==> src/rtl/alu_seq.sv <==
// alu_seq: small sequential ALU with a valid/ready handshake on both sides.
// Single-cycle operations (AND, XOR, add, shift, rotate, bypass) register
// their result on the accept edge. Unsigned multiply runs shift-add, one
// partial product per cycle. Every result is held until the consumer takes it.
module alu_seq #(
    parameter int WIDTH          = 4,
    parameter bit INPUT_PRIORITY = 1'b1,
    parameter bit FULL_ADDER     = 1'b1
) (
    input  logic                 clk,
    input  logic                 rst_n,
    input  logic                 in_valid,
    output logic                 in_ready,
    input  logic [WIDTH-1:0]     A,
    input  logic [WIDTH-1:0]     B,
    input  logic                 cin,
    input  logic                 red_op_A,
    input  logic                 red_op_B,
    input  logic                 bypass_A,
    input  logic                 bypass_B,
    input  logic                 direction,
    input  logic [2:0]           opcode,
    output logic                 out_valid,
    input  logic                 out_ready,
    output logic [2*WIDTH-1:0]   Out,
    output logic                 Odd_parity,
    output logic                 Invalid
);

    localparam int CW = $clog2(WIDTH) + 1;

    typedef enum logic [1:0] {
        IDLE = 2'd0,
        MUL  = 2'd1,
        HOLD = 2'd2
    } state_t;

    state_t                 r_state;
    state_t                 w_state_next;
    logic [2*WIDTH-1:0]     r_out;
    logic                   r_parity;
    logic                   r_invalid;
    logic [2*WIDTH-1:0]     r_acc;
    logic [2*WIDTH-1:0]     r_mcand;
    logic [WIDTH-1:0]       r_mplier;
    logic [CW-1:0]          r_cnt;

    logic                   w_accept;
    logic                   w_invalid;
    logic                   w_bypass;
    logic                   w_is_mul;
    logic                   w_mul_last;
    logic [WIDTH-1:0]       w_byp_sel;
    logic [WIDTH-1:0]       w_red_sel;
    logic [WIDTH:0]         w_sum;
    logic [2*WIDTH-1:0]     w_result;
    logic [2*WIDTH-1:0]     w_acc_next;

    // Ready only in IDLE and never while reset is held.
    assign in_ready   = (r_state == IDLE) && rst_n;
    assign w_accept   = in_valid && in_ready;
    assign out_valid  = (r_state == HOLD);
    assign Out        = r_out;
    assign Odd_parity = r_parity;
    assign Invalid    = r_invalid;
    assign w_mul_last = (r_cnt == CW'(WIDTH - 1));

    // Decode the presented operation and form the single-cycle result.
    always_comb begin
        w_invalid = (opcode[2:1] == 2'b11) ||
                    ((red_op_A || red_op_B) && (opcode[2:1] != 2'b00));
        w_bypass  = bypass_A || bypass_B;
        w_byp_sel = (bypass_A && bypass_B) ? (INPUT_PRIORITY ? A : B)
                                           : (bypass_A ? A : B);
        w_red_sel = (red_op_A && red_op_B) ? (INPUT_PRIORITY ? A : B)
                                           : (red_op_A ? A : B);
        w_is_mul  = !w_invalid && !w_bypass && (opcode == 3'b011);
        w_sum     = {1'b0, A} + {1'b0, B} +
                    (FULL_ADDER ? {{WIDTH{1'b0}}, cin} : {(WIDTH+1){1'b0}});
        w_result  = '0;
        if (w_invalid) begin
            w_result = '0;
        end else if (w_bypass) begin
            w_result = {{WIDTH{1'b0}}, w_byp_sel};
        end else begin
            case (opcode)
                3'b000: begin
                    if (red_op_A || red_op_B)
                        w_result = {{(2*WIDTH-1){1'b0}}, &w_red_sel};
                    else
                        w_result = {{WIDTH{1'b0}}, A & B};
                end
                3'b001: begin
                    if (red_op_A || red_op_B)
                        w_result = {{(2*WIDTH-1){1'b0}}, ^w_red_sel};
                    else
                        w_result = {{WIDTH{1'b0}}, A ^ B};
                end
                3'b010: w_result = {{(WIDTH-1){1'b0}}, w_sum};
                3'b100: begin
                    if (direction)
                        w_result = {{WIDTH{1'b0}}, A[WIDTH-2:0], cin};
                    else
                        w_result = {{WIDTH{1'b0}}, cin, A[WIDTH-1:1]};
                end
                3'b101: begin
                    if (direction)
                        w_result = {{WIDTH{1'b0}}, A[WIDTH-2:0], A[WIDTH-1]};
                    else
                        w_result = {{WIDTH{1'b0}}, A[0], A[WIDTH-1:1]};
                end
                default: w_result = '0;
            endcase
        end
    end

    // Accumulator plus the current partial product (multiplier LSB selects it).
    always_comb begin
        w_acc_next = r_acc + (r_mplier[0] ? r_mcand : {(2*WIDTH){1'b0}});
    end

    // Next-state logic: multiply detours through MUL, everything else goes to HOLD.
    always_comb begin
        w_state_next = r_state;
        case (r_state)
            IDLE:    if (w_accept) w_state_next = w_is_mul ? MUL : HOLD;
            MUL:     if (w_mul_last) w_state_next = HOLD;
            HOLD:    if (out_ready) w_state_next = IDLE;
            default: w_state_next = IDLE;
        endcase
    end

    // State register; reset discards any operation in flight.
    always_ff @(posedge clk or negedge rst_n) begin
        if (!rst_n) r_state <= IDLE;
        else        r_state <= w_state_next;
    end

    // Datapath: capture on accept, step the multiplier, load the result register.
    always_ff @(posedge clk or negedge rst_n) begin
        if (!rst_n) begin
            r_out     <= '0;
            r_parity  <= 1'b0;
            r_invalid <= 1'b0;
            r_acc     <= '0;
            r_mcand   <= '0;
            r_mplier  <= '0;
            r_cnt     <= '0;
        end else begin
            case (r_state)
                IDLE: begin
                    if (w_accept) begin
                        if (w_is_mul) begin
                            r_mcand  <= {{WIDTH{1'b0}}, A};
                            r_mplier <= B;
                            r_acc    <= '0;
                            r_cnt    <= '0;
                        end else begin
                            r_out     <= w_result;
                            r_parity  <= ^w_result;
                            r_invalid <= w_invalid;
                        end
                    end
                end
                MUL: begin
                    r_acc    <= w_acc_next;
                    r_mcand  <= r_mcand << 1;
                    r_mplier <= r_mplier >> 1;
                    r_cnt    <= r_cnt + CW'(1);
                    if (w_mul_last) begin
                        r_out     <= w_acc_next;
                        r_parity  <= ^w_acc_next;
                        r_invalid <= 1'b0;
                    end
                end
                default: ;
            endcase
        end
    end

endmodule

==> config.mk <==
export PLATFORM = sky130hd
export DESIGN_NAME = alu_seq
export DESIGN_NICKNAME = d
export VERILOG_FILES = /design/src/rtl/alu_seq.sv
export SDC_FILE = /design/constraint.sdc
export NUM_CORES = 1
export LEC_CHECK = 0
export CELL_PAD_IN_SITES_DETAIL_PLACEMENT = 1
export CELL_PAD_IN_SITES_GLOBAL_PLACEMENT = 1
export CORE_MARGIN = 4
export CORE_UTILIZATION = 44
export CTS_BUF_LIST = sky130_fd_sc_hd__clkbuf_8
export DETAILED_ROUTE_END_ITERATION = 6
export PLACE_DENSITY = 0.92
export SYNTH_ARGS = -nofsm -noshare
export SYNTH_HDL_FRONTEND = slang
export SYNTH_SLANG_ARGS = --single-unit
==> constraint.sdc <==
create_clock -name clk -period 3.3 [get_ports clk]
set_input_delay 0.33 -clock clk [delete_from_list [all_inputs] [get_ports clk]]
set_output_delay 0.33 -clock clk [all_outputs]
set_load 0.005 [all_outputs]
# After elaboration in Yosys (flattened, before gate mapping)
# Cells that the tools add are included.
totals:
  wordCells: 92
  in_bits: 21
  register_bits: 35
  output_inout_bits: 12
classes:
  add_sub_neg: 4
  n_eq_ne: 14
  n_bitwise: 2
  mux: 41
  reduce_logical: 23
op_table:
  columns: ["cell", "n"]
  rows:
  - ["$mux W8", 10]
  - ["$pmux W8 S2", 3]
  - ["$mux W4", 10]
  - ["$pmux W8 S5", 1]
  - ["$reduce_xor A8 Y1", 2]
  - ["$eq A3 B2 Y1 const B", 3]
  - ["$add A8 B8 Y8", 1]
  - ["$mux W2", 4]
  - ["$ne A2 B2 Y1 const B", 4]
  - ["$pmux W4 S2", 1]
  - ["$reduce_and A4 Y1", 2]
  - ["$logic_and A1 B1 Y1", 7]
  - ["$eq A3 B3 Y1 const B", 2]
  - ["$mux W1", 6]
  - ["$mux W3", 2]
  - ["$pmux W2 S3", 1]
  - ["$pmux W3 S2", 1]
  - ["$reduce_and A3 Y1", 2]
  - ["$add A4 B4 Y5", 1]
  - ["$add A5 B1 Y5", 1]
  - ["$and A4 B4 Y4", 1]
  - ["$eq A2 B2 Y1 const B", 2]
  - ["$pmux W1 S2", 2]
  - ["$reduce_bool A2 Y1", 2]
  - ["other kinds (10)", 13]

# Longest topological paths before layout
# Gate-level depths: netlist of the first run.
logic_depth:
  ltp_word: 11
  ltp_mapped: 12
  mapped_depth_nobuf: 11

# Worst setup path before layout of the first run
# OpenSTA, ideal clock, no wires.
synth_path:
  path_kind: "register to register"
  startpoint: "register r_mplier[0]"
  endpoint: "register r_parity (netlist: Odd_parity)"
  setup_slack_ns: 0.546
  arrival_time_ns: 2.677
  n_path_buf: 0
  setup_ns: 0.077
  path_stages_with_launch: 12
  t_required_ns: 3.223
  period_less_slack_ns: 2.754
  path_cell_list: "dfrtp_1 > and2_1 > ha_1 > fa_1 > a21o_1 > a21oi_2 > xnor2_2 > xnor3_1 > xnor2_1 > xnor3_1 > nand2b_1 > a21oi_1"
synth_via:
  elab_chain_len: 5
synth_lines:
  columns: ["element", "line", "source"]
  rows:
  - ["from (decl)", "45", "logic [WIDTH-1:0] r_mplier;"]
  - ["from (signal assigned)", "168", "r_mplier <= r_mplier >> 1;"]
  - ["$mux W8", "119", "w_acc_next = r_acc + (r_mplier[0] ? r_mcand : {(2*WIDTH){1'b0}});"]
  - ["$add A8 B8 Y8", "119", null]
  - ["$reduce_xor A8 Y1", "172", "r_parity <= ^w_acc_next;"]
  - ["$mux W1", "170", "if (w_mul_last) begin"]
  - ["$pmux W1 S2", "150", "case (r_state)"]
  - ["to (signal assigned)", "160", "r_parity <= ^w_result;"]
  - ["to (signal assigned)", "172", null]
  - ["to (decl)", "41", "logic r_parity;"]
# No other way between the ends. The select of a mux whose other input is x is not followed.
# A chain may end at the register's enable or synchronous reset.

# Worst setup path in the final report of the first run
layout_path:
  startpoint: "register r_mcand[0]"
  endpoint: "register r_parity (netlist: Odd_parity)"
layout_via:
  elab_chain_len: 5
layout_lines:
  columns: ["element", "line", "source"]
  rows:
  - ["from (decl)", "44", "logic [2*WIDTH-1:0] r_mcand;"]
  - ["from (signal assigned)", "154", "r_mcand <= {{WIDTH{1'b0}}, A};"]
  - ["from (signal assigned)", "167", "r_mcand <= r_mcand << 1;"]
  - ["$mux W8", "119", null]
  - ["$add A8 B8 Y8", "119", null]
  - ["$reduce_xor A8 Y1", "172", null]
  - ["$mux W1", "170", null]
  - ["$pmux W1 S2", "150", null]
# No other way between the ends. The select of a mux whose other input is x is not followed.

==> results of run 1 <==
==> layout make-up <==
type	count	area (um2)
fill	664	2490
timing repair buffer	42	390
inverter	10	37.5
multi-input combinational	220	1550
tap	72	90.1
sequential	35	876
clock inverter	1	7.51
clock buffer	7	96.3
==> sequential cells by signal (all words and copies together) (netlist names) <==
signal,flops
r_cnt,3
Odd_parity,1
Out,8
r_mplier,4
r_acc,8
r_mcand,8
r_state,2
Invalid,1
==> critical path, stage by stage, from the launching register on <==
cell and delay, ns:
dfrtp_1 0.40, and2_1 0.18, ha_1 0.22, fa_1 0.42, a21o_1 0.21, a21oi_2 0.21, xnor2_2 0.17, xnor3_1 0.46
xnor2_1 0.18, xnor3_1 0.24, nand2b_1 0.19, a21oi_1 0.15
==> cells in the final DEF, fill, tap and decap left out, types with 6 or more instances in the layout <==
cell type / instances
nor2_1: 22
a21oi_1: 17
xor2_1: 6
and2_1: 7
nand2_1: 41
o21ai_0: 23
xnor2_1: 7
dfrtp_1: 35
a22o_1: 8
mux2i_1: 10
inv_1: 10
ha_1: 15
buf_4: 10
clkbuf_8: 7
clkdlybuf4s50_1: 31
==> metrics by stage <==
| step | utilization | hold WS (ns) | cells | power, W | area, um2 |
|---|---|---|---|---|---|
| 3_3_place_gp | 0.531 | 0.456 | 379 | 0.000888 | 2940 |
| 5_1_grt | 0.550 | 0.211 | 387 | 0.00134 | 3050 |
| 4_1_cts | 0.550 | 0.161 | 387 | 0.00127 | 3050 |
| 3_5_place_dp | 0.531 | 0.468 | 379 | 0.000908 | 2940 |
| 2_1_floorplan | - | 0.0344 | 279 | 0.000755 | 2530 |
| 6_report | 0.550 | 0.138 | 387 | 0.00125 | 3050 |
==> report_power, final <==
group	switching [W]	internal [W]
Combinational	0.000183	0.000197
Sequential	0.0000397	0.000485
Clock	0.000158	0.000190
Total	0.000380	0.000872
==> final timing paths <==
kind | cells past startpoint | end | slack [ns] | startpoint
max | 11 | Odd_parity | 0.20 | r_mcand[0]
min | 1 | r_cnt[2] | 0.14 | rst_n
max reg2reg | 11 | Odd_parity | 0.20 | r_mcand[0]
min reg2reg | 2 | Invalid | 0.48 | Invalid
max in group asynchronous | 1 | r_acc[7] | 2.65 | rst_n
min in group clk | 2 | Invalid | 0.48 | Invalid
==> per-layer routing <==
layer,GRT usage,up-vias,share of wire
li1,-,1048,-
met1,0.240,1091,0.40
met2,0.398,55,0.53
met3,0.0306,20,0.032
met4,0.0819,0,0.033
met5,0,-,0
==> logic make-up after synthesis <==
kind of cell,after synthesis,synth area share
adder cells (fa/ha/maj),18,0.0979
XOR/XNOR,17,0.0781
multiplexers,14,0.0574
flip-flops,35,0.346
buffers and inverters,24,0.0435
AND/OR/NAND/NOR,96,0.181
AO/OA/AOI/OAI,75,0.196
==> qor.csv, run 1 <==
metric,value,unit
register area share after synthesis,0.346,
"CTS clk-pin slew, worst paths",0.07,ns
RSZ-0062 raised after global routing,false,
element type at the critical path end,flop,
Chip Height,83.8,um
pre-CTS setup slack,0.106,ns
Synth area leaders,"dfrtp_1, ha_1, nand2_1",
initial antenna violation count,0,
VDD IR max,0.183,mV
Worst Setup Start Kind,flop,
GP Congestion,0.932,
Crit path required time,3.51,ns
sum of negative setup slack,0,ns
Core ar.,0.00554,mm2
DR pass1 iterations,6,
routed length per instance,17.9,um
most frequent cells after synthesis,"nand2_1, dfrtp_1, o21ai_0",
Peak Freq,323,MHz
total vias in the final route,2214,
worst slew pin tran,1.12,ns
vias in the first global route,2449,
die width,83.8,um
"Data arrival, critical path",3.31,ns
CTS Buf Count,5,
Cells after Synth,279,
syn_area_per_cell,9.07,um2
share of the synthesized area in the top cell type,0.346,
Slew HR,0.253,
"FFs w/ async S/R, synth",1.00,
Final Critical Period,3.10,ns
Synth Register Bits,35,
I/O pin total,33,
share of cells above drive strength 1,0.108,
CTS Hold Bufs,0,
# DRC,0,
P_leak,1.42,nW
kind of critical path,reg -> reg,
P&R area growth vs syn,20.4,%
clk_lat worst skew,0.29,ns
setup ws final,0.202,ns
status,"finished, final reports clean",
Die ar.,0.00703,mm2
# resized after CTS,0,
CTS tree,built,
dpl hpwl,5330,um
Synth Flop Type,dfrtp_1,
Clock Sinks,35,
row count,27,
Synth Warn #,0,
antenna cells,0,
htree depth,2,
CP Max Fanout,3,
setup violators final,0,
most frequent cell after synthesis,nand2_1,
final antenna-violating net count,0,
Power per Cell Area,411,mW/mm2
Final Hold Vio Count,0,
CTS root buf,clkbuf_8,
GR Util All Layers,0.212,
IO buf count,32,
min-delay worst type,in -> async,
number of synthesized flops with an enable pin,0,
GR Overflow Total,0,
Mapped Area,0.00253,mm2
post-synth top area cell,dfrtp_1,
DR vias/cell,5.72,
Clock Tree Buf Depth,2,
largest net degree at the start of global routing,39,
nets,353,
Max Slew Vio Count,0,
Initial Util,0.457,
Worst Skew,0.00808,ns
post-synthesis cell type count,48,
Final Routed Wirelength,6930,um
Syn Nets,318,
# Max-Cap Violations,0,
first-pass GRT wire length,12000,um
Post-CTS Setup Inserts,0,
initial drt markers,97,
fin crit share,0.939,
(Power assumes the default switching activity.)
==> inputs of run 2 (changes only) <==
--- a/config.mk
+++ b/config.mk
@@ -5,6 +5,7 @@
 export SDC_FILE = /design/constraint.sdc
 export NUM_CORES = 1
 export LEC_CHECK = 0
+export CAP_MARGIN = 20
 export CELL_PAD_IN_SITES_DETAIL_PLACEMENT = 1
 export CELL_PAD_IN_SITES_GLOBAL_PLACEMENT = 1
 export CORE_MARGIN = 4
@@ -12,6 +13,7 @@
 export CTS_BUF_LIST = sky130_fd_sc_hd__clkbuf_8
 export DETAILED_ROUTE_END_ITERATION = 6
 export PLACE_DENSITY = 0.92
+export REMOVE_ABC_BUFFERS = 1
 export SYNTH_ARGS = -nofsm -noshare
 export SYNTH_HDL_FRONTEND = slang
 export SYNTH_SLANG_ARGS = --single-unit
==> qor.csv, run 2 (same netlist as run 1, synthesis figures left out) <==
metric,value,unit,change
first-pass GRT wire length,11800,um,-2.3%
Worst Skew,0.0168,ns,+0.00873 ns
worst slew pin tran,0.684,ns,-0.435 ns
"commonest non-fill, non-tap cell in the layout",nand2_1,,
critical path's top delay family,compound AO/OA/AOI/OAI gates,,
Crit path required time,3.51,ns,about the same
Initial Util,0.457,,unchanged
CP most frequent cell,a21oi_1,,
initial antenna violation count,0,,unchanged
GR Util All Layers,0.207,,-0.00537
DR pass1 iterations,4,,-2
"Data arrival, critical path",3.22,ns,-0.09 ns
wl on met1,2820,um,+1.0%
DR vias/cell,5.75,,+0.49%
cell-internal power,0.000907,W,+3.9%
sum of negative setup slack,0,ns,unchanged
highest routed layer,met4,,
row count,27,,unchanged
"commonest cells after routing, fill and taps aside","nand2_1, dfrtp_1, clkdlybuf4s50_1, o21ai_0, nor2_1",,
# resized after CTS,0,,unchanged
kind of critical path,reg -> reg,,
initial drt markers,61,,-37%
GP Congestion,0.858,,-7.9%
element type at the critical path end,flop,,
die width,83.8,um,unchanged
RSZ-0062 raised after global routing,false,,
largest net degree at the start of global routing,35,,-10%
IO buf count,32,,unchanged
Final Hold Vio Count,0,,unchanged
sw power,0.000386,W,+1.5%
total vias in the final route,2242,,+1.3%
clock network fraction of design power,0.303,,+0.025
Layout fillers,650,,-2.1%
P_leak,1.44,nW,+1.5%
CTS tree,built,,
Finished Cell Area,0.00308,mm2,+1.1%
DP Area,0.00296,mm2,+0.51%
Clock Sinks,35,,unchanged
Reg2Reg Depth,11,,unchanged
GR Overflow Total,0,,unchanged
WP buf/inv,0,,unchanged
P&R area growth vs syn,21.7,%,
status,"finished, final reports clean",,
final antenna-violating net count,0,,unchanged
Slew HR,0.542,,+0.289
CTS Buf Count,5,,unchanged
I/O pin total,33,,unchanged
Met2 Wirelength,3630,um,-1.3%
"CTS clk-pin slew, worst paths",0.08,ns,about the same
# DRC,0,,unchanged
# Max-Cap Violations,0,,unchanged
CTS root buf,clkbuf_8,,
Power per Cell Area,420,mW/mm2,+2.1%
Die ar.,0.00703,mm2,unchanged
htree depth,2,,unchanged
Clock Tree Buf Depth,2,,unchanged
nets,356,,+0.85%
DR WL met3,203,um,-8.6%
vias in the first global route,2487,,+1.6%
CP Max Fanout,9,,+6
Peak Freq,332,MHz,+2.7%
clk_lat worst skew,0.29,ns,about the same
Core ar.,0.00554,mm2,unchanged
Chip Height,83.8,um,unchanged
worst-path cell chain,and2_1 -> ha_1 -> fa_1 -> a21o_1 -> a21oi_2 -> o21bai_1 -> a21oi_1 -> xor2_1 -> xnor3_1 -> nand2b_1 -> a21oi_1,,
Gate power share,0.290,,-0.014
"setup slack, reg-to-reg",0.28,ns,+0.08 ns
worst-path cell with the longest stage delay,dfrtp_1,,
register share of total power,0.407,,-0.012
Worst path max stage delay,0.47,ns,about the same
terminus of the critical flop-to-flop path,Odd_parity,,
Final Critical Period,3.02,ns,-0.0821 ns
setup violators final,0,,unchanged
Max Slew Vio Count,0,,unchanged
routed length per instance,17.6,um,-1.8%
switching power share of the total,0.299,,-0.00497
FF-to-FF Start,r_mplier[0],,
fin crit share,0.914,,-0.0249
antenna cells,0,,unchanged
Worst Setup Start Kind,flop,,
Final Routed Wirelength,6850,um,-1.0%
min-delay worst type,in -> async,,
VDD IR max,0.233,mV,+28%
dpl hpwl,5350,um,+0.38%
share of cells above drive strength 1,0.113,,+0.00527
-- run 2: changes by cell type in the layout (fill, tap and decap cells not counted) --
cell | before | now
bufinv_16 | 0 | 1
clkinvlp_4 | 1 | 0
buf_4 | 10 | 12
clkbuf_8 | 7 | 5
dlygate4sd3_1 | 0 | 1
clkinv_2 | 0 | 1
clkinv_4 | 0 | 1
-- run 2: area by class of cell --
type	count	area, um2	area share
multi-input combinational	220	1550	0.503
clock inverter	3	43.8	0.0142
timing repair buffer	45	415	0.135
inverter	10	37.5	0.0122
tap	72	90.1	0.0293
sequential	35	876	0.284
clock buffer	5	68.8	0.0223
-- run 2: worst max-delay path by stage --
stage | to | startpoint | slack [ns] | cells past startpoint
after detailed placement | Odd_parity | A[0] | 0.13 | 11
after floorplan | Odd_parity | r_mplier[0] | 0.51 | 11
after global routing | Odd_parity | r_mplier[0] | 0.01 | 11
final | Odd_parity | r_mplier[0] | 0.28 | 11
after global placement | Odd_parity | B[0] | 0.26 | 12
after CTS | Odd_parity | r_mplier[0] | 0.30 | 11
-- run 2: power by group through the flow --
stage / clock (W) / combinational [W] / sequential [W]
floorplan: 0 / 0.000219 / 0.000524
global placement: 0 / 0.000358 / 0.000532
detailed placement: 0 / 0.000374 / 0.000535
CTS: 0.000397 / 0.000379 / 0.000527
global route: 0.000417 / 0.000418 / 0.000535
finish: 0.000391 / 0.000375 / 0.000526
-- run 2: timing repair --
action	in CTS	in global routing
hold buffers	1	0
hold endpoints to repair	1	0
endpoints found under the setup margin	0	0
setup buffers	0	0
-- run 2: layer usage --
layer | vias to the layer above | track usage
li1 | 1055 | -
met4 | 0 | 0.0936
met3 | 16 | 0.0346
met2 | 47 | 0.380
met1 | 1124 | 0.231
met5 | - | 0
-- run 2: through the flow --
step / cells / worst slack (ns) / util / hold WS (ns) / power (W)
6_report: 390 / 0.284 / 0.556 / 0.384 / 0.00129
5_1_grt: 390 / 0.0119 / 0.556 / 0.379 / 0.00137
4_1_cts: 390 / 0.297 / 0.556 / 0.376 / 0.00130
3_5_place_dp: 381 / 0.129 / 0.534 / 0.158 / 0.000909
3_3_place_gp: 381 / 0.256 / 0.534 / 0.156 / 0.000890
2_1_floorplan: 265 / 0.514 / - / 0.0344 / 0.000743
-- run 2: worst register-to-register path, stage by stage, from the launching register on --
cell,delay (ns)
dfrtp_1,0.47
and2_1,0.17
ha_1,0.21
fa_1,0.42
a21o_1,0.19
a21oi_2,0.20
o21bai_1,0.08
a21oi_1,0.20
xor2_1,0.29
xnor3_1,0.44
nand2b_1,0.15
a21oi_1,0.12
==> inputs of run 3 (changes only) <==
--- a/config.mk
+++ b/config.mk
@@ -9,10 +9,10 @@
 export CELL_PAD_IN_SITES_DETAIL_PLACEMENT = 1
 export CELL_PAD_IN_SITES_GLOBAL_PLACEMENT = 1
 export CORE_MARGIN = 4
-export CORE_UTILIZATION = 44
+export CORE_UTILIZATION = 40
 export CTS_BUF_LIST = sky130_fd_sc_hd__clkbuf_8
 export DETAILED_ROUTE_END_ITERATION = 6
-export PLACE_DENSITY = 0.92
+export PLACE_DENSITY = 0.88
 export REMOVE_ABC_BUFFERS = 1
 export SYNTH_ARGS = -nofsm -noshare
 export SYNTH_HDL_FRONTEND = slang
==> constraint.sdc (replaced) <==
create_clock -name clk -period 2.7 [get_ports clk]
set_input_delay 0.27 -clock clk [delete_from_list [all_inputs] [get_ports clk]]
set_output_delay 0.27 -clock clk [all_outputs]
set_load 0.005 [all_outputs]
==> qor.csv, run 3 (same netlist as run 1, synthesis figures left out) <==
metric,value,unit,change
status,"complete, but fails checks",,
failing checks,setup timing,,
Clock Sinks,35,,unchanged
CTS Hold Bufs,0,,-1
FF-to-FF Start,r_mplier[0],,
CTS Buf Count,5,,unchanged
GR Overflow Total,0,,unchanged
switching power share of the total,0.305,,+0.00667
# DRC,0,,unchanged
CP most frequent cell,a21oi_2,,
clk_lat worst skew,0.30,ns,about the same
worst-path cell chain,and2_4 -> ha_4 -> fa_2 -> a21o_1 -> a21oi_2 -> o21bai_1 -> a21oi_2 -> xor2_2 -> xnor3_1 -> nand2b_4 -> a21oi_2,,
Layout fillers,681,,+4.8%
worst-path cell with the longest stage delay,xnor3_1,,
vias in the first global route,2789,,+12%
Worst Setup Start Kind,flop,,
total vias in the final route,2455,,+9.5%
Slew HR,0.661,,+0.119
CTS tree,built,,
row count,28,,+3.7%
GR Util All Layers,0.234,,+0.0273
Initial Util,0.420,,-0.0368
"Data arrival, critical path",3.11,ns,-0.11 ns
Placed Instances,415,,+8.9%
Final Critical Period,2.89,ns,-0.130 ns
P_leak,1.64,nW,+14%
clock network fraction of design power,0.283,,-0.020
# Max-Cap Violations,0,,unchanged
worst slew pin tran,0.507,ns,-0.177 ns
Worst path max stage delay,0.43,ns,-0.04 ns
Final Hold Vio Count,0,,unchanged
DP Area,0.00321,mm2,+8.4%
dpl hpwl,6050,um,+13%
initial antenna violation count,0,,unchanged
Non-Filler Instances,429,,+10%
VDD IR max,0.399,mV,+71%
Crit path required time,2.92,ns,-0.59 ns
Total Power,0.00177,W,+37%
CP Max Fanout,3,,-6
element type at the critical path end,flop,,
first-pass GRT wire length,13700,um,+17%
Worst Skew,0.00544,ns,-0.0114 ns
htree depth,2,,unchanged
Max Slew Vio Count,0,,unchanged
setup violators final,1,,+1
routed length per instance,20.5,um,+17%
"commonest non-fill, non-tap cell in the layout",buf_4,,
final antenna-violating net count,0,,unchanged
RSZ-0062 raised after global routing,true,,
fin crit share,1.07,,+0.155
nets,392,,+10%
Reg2Reg Depth,11,,unchanged
Final Routed Wirelength,8800,um,+28%
I/O pin total,33,,unchanged
"setup slack, reg-to-reg",-0.19,ns,-0.47 ns
kind of critical path,reg -> reg,,
Peak Freq,347,MHz,+4.5%
Critical Path Source,r_mplier[0],,
min-delay worst type,in -> async,,
Power per Cell Area,500,mW/mm2,+19%
setup ws final,-0.186,ns,-0.470 ns
initial drt markers,96,,+57%
register share of total power,0.366,,-0.041
"commonest cells after routing, fill and taps aside","buf_4, nand2_1, dfrtp_1, clkdlybuf4s50_1, o21ai_0",,
sw power,0.000540,W,+40%
IO buf count,32,,unchanged
"CTS clk-pin slew, worst paths",0.08,ns,about the same
Finished Cell Area,0.00353,mm2,+15%
Chip Height,87.5,um,+4.4%
die width,87.5,um,+4.4%
GP Congestion,0.842,,-1.9%
Die ar.,0.00766,mm2,+9.0%
Core ar.,0.00603,mm2,+8.8%
Gate power share,0.351,,+0.061
cell-internal power,0.00123,W,+35%
DR vias/cell,5.72,,-0.45%
Clock Tree Buf Depth,2,,unchanged
P&R area growth vs syn,39.7,%,
antenna cells,0,,unchanged
largest net degree at the start of global routing,36,,+2.9%
DR pass1 iterations,4,,unchanged
share of cells above drive strength 1,0.282,,+0.169
CTS root buf,clkbuf_8,,
terminus of the critical flop-to-flop path,Odd_parity,,
[run 3: changes by cell type in the layout (fill, tap and decap cells not counted), moves of 3 or more]
cell | before | now
xor2_2 | 0 | 3
ha_4 | 0 | 4
buf_4 | 12 | 48
xor2_1 | 6 | 3
fa_2 | 0 | 3
ha_1 | 15 | 11
a21oi_1 | 17 | 12
a21oi_2 | 2 | 7
fa_1 | 3 | 0
[run 3: per-layer routing]
| metal | vias to the layer above | track usage | share of wire |
|---|---|---|---|
| met4 | 0 | 0.109 | 0.033 |
| met1 | 1233 | 0.255 | 0.38 |
| met2 | 71 | 0.440 | 0.55 |
| li1 | 1124 | - | - |
| met5 | - | 0 | 0 |
| met3 | 27 | 0.0357 | 0.033 |
[run 3: through the flow]
| stage | setup TNS, ns | hold WS, ns | util | setup WS, ns |
|---|---|---|---|---|
| after floorplan | -0.0864 | -0.0256 | - | -0.0864 |
| after global placement | -0.293 | 0.433 | 0.532 | -0.293 |
| after detailed placement | -0.903 | 0.448 | 0.532 | -0.447 |
| after CTS | -0.169 | 0.130 | 0.572 | -0.169 |
| after global routing | -0.448 | 0.144 | 0.587 | -0.286 |
| final | -0.186 | 0.109 | 0.587 | -0.186 |
[run 3: repair_timing]
action / 4_1_cts / 5_1_grt
endpoints found under the setup margin: 1 / 7
pin swaps: 12 / 12
buffers inserted: 4 / 2
gates resized for setup: 15 / 15
[run 3: worst max-delay path by stage]
| stage | endpoint | cells after the start |
|---|---|---|
| floorplan | Odd_parity | 11 |
| global placement | Odd_parity | 11 |
| detailed placement | Odd_parity | 12 |
| CTS | Odd_parity | 10 |
| global route | Odd_parity | 11 |
| finish | Odd_parity | 11 |
[run 3: cell type report]
| type | count | area (um2) | area share |
|---|---|---|---|
| Sequential cell | 35 | 876 | 0.248 |
| Inverter | 10 | 37.5 | 0.0106 |
| Tap cell | 75 | 93.8 | 0.0265 |
| Timing Repair Buffer | 81 | 696 | 0.197 |
| Clock buffer | 6 | 82.6 | 0.0234 |
| Clock inverter | 2 | 35.0 | 0.00991 |
| Multi-Input combinational cell | 220 | 1710 | 0.485 |
[run 3: power groups by stage]
stage	sequential (W)	clock, W	combinational [W]
finish	0.000648	0.000500	0.000621
global route	0.000654	0.000527	0.000678
CTS	0.000645	0.000506	0.000588
detailed placement	0.000650	0	0.000515
global placement	0.000645	0	0.000486
floorplan	0.000640	0	0.000268
[run 3: critical path: cells and delay by family (launching register included)]
kind	cells	cell delay (ns)
xor+xnor	2	0.65
flops	1	0.40
fa+ha+maj	2	0.53
simple gates	2	0.32
compound gates	5	0.89
